$ cat config.mk
export PLATFORM = sky130hd
export DESIGN_NAME = prog1_seq_ctrl
export DESIGN_NICKNAME = d
export VERILOG_FILES = /design/src/rtl/prog1_seq_ctrl.sv
export SDC_FILE = /design/constraint.sdc
export NUM_CORES = 1
export LEC_CHECK = 0
export CAP_MARGIN = 20
export CORE_MARGIN = 2
export CORE_UTILIZATION = 41
export DETAILED_ROUTE_END_ITERATION = 10
export PLACE_DENSITY = 0.76
export SLEW_MARGIN = 20
export SYNTH_ARGS = -nofsm -noshare
export SYNTH_HDL_FRONTEND = slang
export SYNTH_SLANG_ARGS = --single-unit
$ cat constraint.sdc
create_clock -name clk -period 1.47 [get_ports clk]
set_input_delay 0.147 -clock clk [delete_from_list [all_inputs] [get_ports clk]]
set_output_delay 0.147 -clock clk [all_outputs]
set_load 0.02 [all_outputs]
$ cat src/rtl/prog1_seq_ctrl.sv
// Message fetch / Hamming-encode / store sequencer driving an external encoder and byte-wide data memory.
// Build option PROG1_READBACK_CHECK_EN adds per-message re-read verification and the err_cnt mismatch counter.
module prog1_seq_ctrl #(
  parameter int NUM_MSG  = 15,
  parameter int SRC_BASE = 0,
  parameter int DST_BASE = 30
) (
  input  logic        clk,
  input  logic        reset,
  input  logic        start,
  output logic        busy,
  output logic        done,
  output logic [7:0]  dm_addr,
  output logic        dm_wr_en,
  output logic [7:0]  dm_wdata,
  input  logic [7:0]  dm_rdata,
  output logic [10:0] enc_data,
  input  logic [15:0] enc_code,
  output logic [3:0]  msg_idx,
  output logic [3:0]  err_cnt
);
  // state  | meaning
  // IDLE   | waiting for start        RD_LO/RD_HI/CAP | fetch low/high message bytes
  // ENC    | latch encoder codeword   WR_HI/WR_LO     | store codeword bytes
  // VRD_*  | re-read stored bytes     VCMP            | compare readback with codeword
  // NEXT   | advance or finish        DONE            | run complete, waits for start
  typedef enum logic [3:0] {
    IDLE, RD_LO, RD_HI, CAP, ENC, WR_HI, WR_LO,
`ifdef PROG1_READBACK_CHECK_EN
    VRD_HI, VRD_LO, VCMP,
`endif
    NEXT, DONE
  } state_t;

  localparam logic [7:0] SRC_B    = 8'(SRC_BASE);
  localparam logic [7:0] DST_B    = 8'(DST_BASE);
  localparam logic [3:0] LAST_IDX = 4'(NUM_MSG - 1);

  state_t      state_q, state_d;
  logic [3:0]  msg_idx_q, msg_idx_d;
  logic [10:0] enc_data_q, enc_data_d;
  logic [15:0] codeword_q, codeword_d;
  logic [7:0]  src_lo, dst_lo;
`ifdef PROG1_READBACK_CHECK_EN
  logic [3:0]  err_cnt_q, err_cnt_d;
  logic [7:0]  rb_hi_q, rb_hi_d;
`endif

  assign src_lo = SRC_B + {3'b000, msg_idx_q, 1'b0};
  assign dst_lo = DST_B + {3'b000, msg_idx_q, 1'b0};

  always_ff @(posedge clk or negedge reset) begin
    if (!reset) begin
      state_q    <= IDLE;
      msg_idx_q  <= '0;
      enc_data_q <= '0;
      codeword_q <= '0;
`ifdef PROG1_READBACK_CHECK_EN
      err_cnt_q  <= '0;
      rb_hi_q    <= '0;
`endif
    end else begin
      state_q    <= state_d;
      msg_idx_q  <= msg_idx_d;
      enc_data_q <= enc_data_d;
      codeword_q <= codeword_d;
`ifdef PROG1_READBACK_CHECK_EN
      err_cnt_q  <= err_cnt_d;
      rb_hi_q    <= rb_hi_d;
`endif
    end
  end

  always_comb begin
    state_d    = state_q;
    msg_idx_d  = msg_idx_q;
    enc_data_d = enc_data_q;
    codeword_d = codeword_q;
    dm_addr    = 8'd0;
    dm_wr_en   = 1'b0;
    dm_wdata   = 8'd0;
`ifdef PROG1_READBACK_CHECK_EN
    err_cnt_d  = err_cnt_q;
    rb_hi_d    = rb_hi_q;
`endif
    case (state_q)
      IDLE, DONE: begin
        if (start) begin
          state_d   = RD_LO;
          msg_idx_d = '0;
`ifdef PROG1_READBACK_CHECK_EN
          err_cnt_d = '0;
`endif
        end
      end
      RD_LO: begin
        dm_addr = src_lo;
        state_d = RD_HI;
      end
      RD_HI: begin
        dm_addr          = src_lo + 8'd1;
        enc_data_d[7:0]  = dm_rdata;
        state_d          = CAP;
      end
      // Only three message bits live in the high source byte.
      CAP: begin
        dm_addr          = src_lo + 8'd1;
        enc_data_d[10:8] = dm_rdata[2:0];
        state_d          = ENC;
      end
      ENC: begin
        dm_addr    = src_lo + 8'd1;
        codeword_d = enc_code;
        state_d    = WR_HI;
      end
      WR_HI: begin
        dm_addr  = dst_lo + 8'd1;
        dm_wr_en = 1'b1;
        dm_wdata = codeword_q[15:8];
        state_d  = WR_LO;
      end
      WR_LO: begin
        dm_addr  = dst_lo;
        dm_wr_en = 1'b1;
        dm_wdata = codeword_q[7:0];
`ifdef PROG1_READBACK_CHECK_EN
        state_d  = VRD_HI;
`else
        state_d  = NEXT;
`endif
      end
`ifdef PROG1_READBACK_CHECK_EN
      VRD_HI: begin
        dm_addr = dst_lo + 8'd1;
        state_d = VRD_LO;
      end
      VRD_LO: begin
        dm_addr = dst_lo;
        rb_hi_d = dm_rdata;
        state_d = VCMP;
      end
      VCMP: begin
        dm_addr = dst_lo;
        if (({rb_hi_q, dm_rdata} != codeword_q) && (err_cnt_q != 4'hF))
          err_cnt_d = err_cnt_q + 4'd1;
        state_d = NEXT;
      end
`endif
      NEXT: begin
        dm_addr = dst_lo;
        if (msg_idx_q == LAST_IDX) begin
          state_d = DONE;
        end else begin
          msg_idx_d = msg_idx_q + 4'd1;
          state_d   = RD_LO;
        end
      end
      default: state_d = IDLE;
    endcase
  end

  assign busy     = (state_q != IDLE) && (state_q != DONE);
  assign done     = (state_q == DONE);
  assign enc_data = enc_data_q;
  assign msg_idx  = msg_idx_q;
`ifdef PROG1_READBACK_CHECK_EN
  assign err_cnt  = err_cnt_q;
`else
  assign err_cnt  = 4'd0;
`endif

endmodule

==> flow_metrics.tcl <==
set metrics [dict create \
    detail_route.wl_per_cell_um 15.83 \
    post_dp_cell_area_um2 2743 \
    p_sw_frac 0.3956 \
    drt_iter0_drc 39 \
    cts_tree "done" \
    antennaDiodeCount 0 \
    synth.largest_area_cell "dfrtp_1" \
    ant_nets 0 \
    gp_congestion 0.8725 \
    row_count 24 \
    path_cells "buf_6 -> nor2b_1 -> buf_4 -> a22oi_2 -> nor2_1 -> buf_4" \
    ys_top_cells_by_area "dfrtp_1 (47%), mux2_2 (10%), mux2_4 (8.0%)" \
    combPwrFrac 0.671 \
    status "complete, but fails checks" \
    fin_nets 294 \
    power.leakage_nw 1.376 \
    report.final.slew_viol_count 0 \
    cts.sinks 35 \
    yosysWarnings 0 \
    core_um2 4384 \
    htreeDepth 2 \
    vias 1671 \
    crit_top_cell "buf_4" \
    fin_skew_ns 0.006902 \
    wl_met3_um 204 \
    syn_area_um2 1879 \
    grt_max_degree 36 \
    hpwl_um 3106 \
    worst-setup-path-type "reg2out" \
    globalRouteOverflowTotal 0 \
    die_h_um 71.70 \
    fin_util 0.7169 \
    cts-root-buf "clkbuf_8" \
    cts_made_buffers 5 \
    drc 0 \
    grt_pass1_wl_um 7590 \
    fmax_mhz 583.9 \
    drt-pass1-iter-count 4 \
    endpoint_kind "primary output" \
    cp.required_ns 1.32 \
    antenna_found_initial 0 \
    grt_usage 0.1882 \
    via_per_inst 5.271 \
    clk_pin_slew_worst_paths_ns 0.07 \
    synth_top_area_frac 0.4660 \
    holdBufCountCts 0 \
    clk_latency_ns 0.28 \
    io_pins 65 \
    finalHoldViolCount 0 \
    ir_worst_vdd_v 0.001394 \
    violations "setup timing" \
    synthCells 167 \
    wl_met2_um 2607 \
    area_delta_synth_final_pct 67.24 \
    portBuffers 58 \
    dieArea_um2 5141 \
    crit_path_max_fanout 8 \
    cpPeakStageDelay_ns 0.42 \
    fp.dieW_um 71.70 \
    wirelength_um 5019 \
    min_period_ns 1.713 \
    intPower_mw 4.543 \
    drv_cap 0 \
    design_area_um2 3143 \
    fin_ws_ns -0.2425 \
    crit_path_top_delay_cell "dfrtp_1" \
    switchingPower_mw 2.973 \
    p_clk_frac 0.088 \
    syn_area_per_cell_um2 11.25 \
    met1_length_um 2092 \
    top_layer_used "met4" \
    setup_violations 46 \
    fin_crit_sh 1.165 \
    yosysUniqueCellTypes 39 \
    arrival_ns 1.57 \
    worst_setup_path_start_kind "register" \
    drive_above_1_share 0.5132 \
    seqPwrFrac 0.241 \
    hp-class "in2async" \
    grt_pass1_vias 1624 \
    clockBufferDepth 2 \
    ys_seq_area_frac 0.4660 \
    grt_setup_unrepaired "true" \
    power_density_nw_per_um2 2391 \
    start_util 0.4287 \
    ys_ff_latch 35 \
]
[routing by layer]
layer	vias up	track usage
met2	44	0.3086
met1	843	0.2420
met5	-	0
met3	10	0.03376
li1	774	-
met4	0	0.08805
[flip-flops by register name (all words and copies together) (netlist names)]
name,count
codeword_q,16
enc_data,11
msg_idx,4
state_q,4
[kinds of logic after synthesis]
group | share of synthesized area
AOI/OAI and AO/OA | 0.09988
xor gates and xnor gates | 0.009323
adders and majority gates | 0.01998
buffers and inverters | 0.06724
DFF | 0.4660
muxes | 0.1871
other | 0.001995
and+or+nand+nor | 0.1485
[synth_stat cells]
cell type and n:
a211o_1 1, o311ai_0 1, o31ai_1 1, inv_1 4
a21oi_1 6, buf_12 1, nand2b_1 3, mux2_2 17
a22oi_1 8, buf_4 7, nand4b_1 2, nor3_4 1
dfrtp_1 35, nor2_1 14, and4b_1 1, buf_2 4
mux2i_1 1, o22a_1 1, a211oi_1 1, o211ai_1 1
o32ai_1 1, nor2_8 1, mux2_4 10, buf_1 1
xor2_1 1, or2_1 1, conb_1 1, nor3_1 3
or3_1 2, and3_1 1, o21ai_0 8, nand2_1 5
clkbuf_1 4, xnor2_1 1, ha_1 3, nor2b_1 5
or4b_1 1, nand3_1 7, and3b_1 1
[critical path: cells and delay by family, from the launching register on]
family                 cells  cell delay, ns
AO/OA/AOI/OAI              1            0.07
buffers and inverters      3            0.52
flip-flops                 1            0.42
AND/OR/NAND/NOR            2            0.28
[stage by stage]
| step | setup WS, ns | power (mW) | cells | setup TNS, ns | hold WS, ns |
|---|---|---|---|---|---|
| final | -0.2425 | 7.516 | 317 | -5.890 | 0.2255 |
| after global placement | -0.3421 | 5.824 | 296 | -7.704 | 0.4887 |
| after global routing | -0.2834 | 7.940 | 317 | -8.084 | 0.2377 |
| after detailed placement | -0.3612 | 5.913 | 296 | -8.509 | 0.4950 |
| after floorplan | -0.02991 | 4.155 | 172 | -0.02991 | -0.1486 |
| after CTS | -0.2172 | 7.047 | 313 | -4.783 | 0.2334 |
[layout by cell type, fill, tap and decap left out, drive strengths merged, types with 2 or more instances in the layout]
| cell | n |
|---|---|
| buf | 61 |
| clkdlybuf4s50 | 37 |
| dfrtp | 35 |
| mux2 | 27 |
| nor2 | 15 |
| a22oi | 8 |
| o21ai | 8 |
| nand3 | 7 |
| clkbuf | 7 |
| conb | 6 |
| a21oi | 6 |
| nor2b | 5 |
| nand2 | 5 |
| inv | 4 |
| nor3 | 4 |
| nand2b | 3 |
| dlygate4sd2 | 3 |
| ha | 3 |
| nand4b | 2 |
| or3 | 2 |
[worst paths after layout]
kind                       cells past startpoint  slack (ns)    startpoint             end
max                                            6       -0.24    state_q[0]     dm_wdata[3]
min reg2reg                                    1        0.51   enc_data[8]     enc_data[8]
min in group clk                               2        0.47  enc_code[14]  codeword_q[14]
min                                            2        0.23         reset  codeword_q[14]
max in group asynchronous                      2        1.04         reset      msg_idx[0]
max reg2reg                                    5       -0.19    state_q[0]      msg_idx[2]
[power by group through the flow]
stage / clock network, mW / registers (mW) / logic [mW]
after floorplan: 0 / 1.93 / 2.22
after global placement: 0 / 1.73 / 4.09
after detailed placement: 0 / 1.76 / 4.15
after CTS: 0.671 / 1.78 / 4.60
after global routing: 0.713 / 1.87 / 5.36
final: 0.659 / 1.81 / 5.04
[final cells by class]
cell class,instances,area [um2]
inverter,4,15.01
clock buffer,7,76.32
tap,52,65.06
sequential,35,880.8
fill,305,1241
clock inverter,1,5.005
multi-input combinational,116,1121
timing repair buffer,102,979.7
[what timing repair did]
item                       4_1_cts  5_1_grt
setup buffers                    9        5
pin swaps                       11       16
gates resized for setup        127       25
setup endpoints to repair       53       50
gates cloned                     1        0
Note: power is estimated with default switching activity, not from simulation.
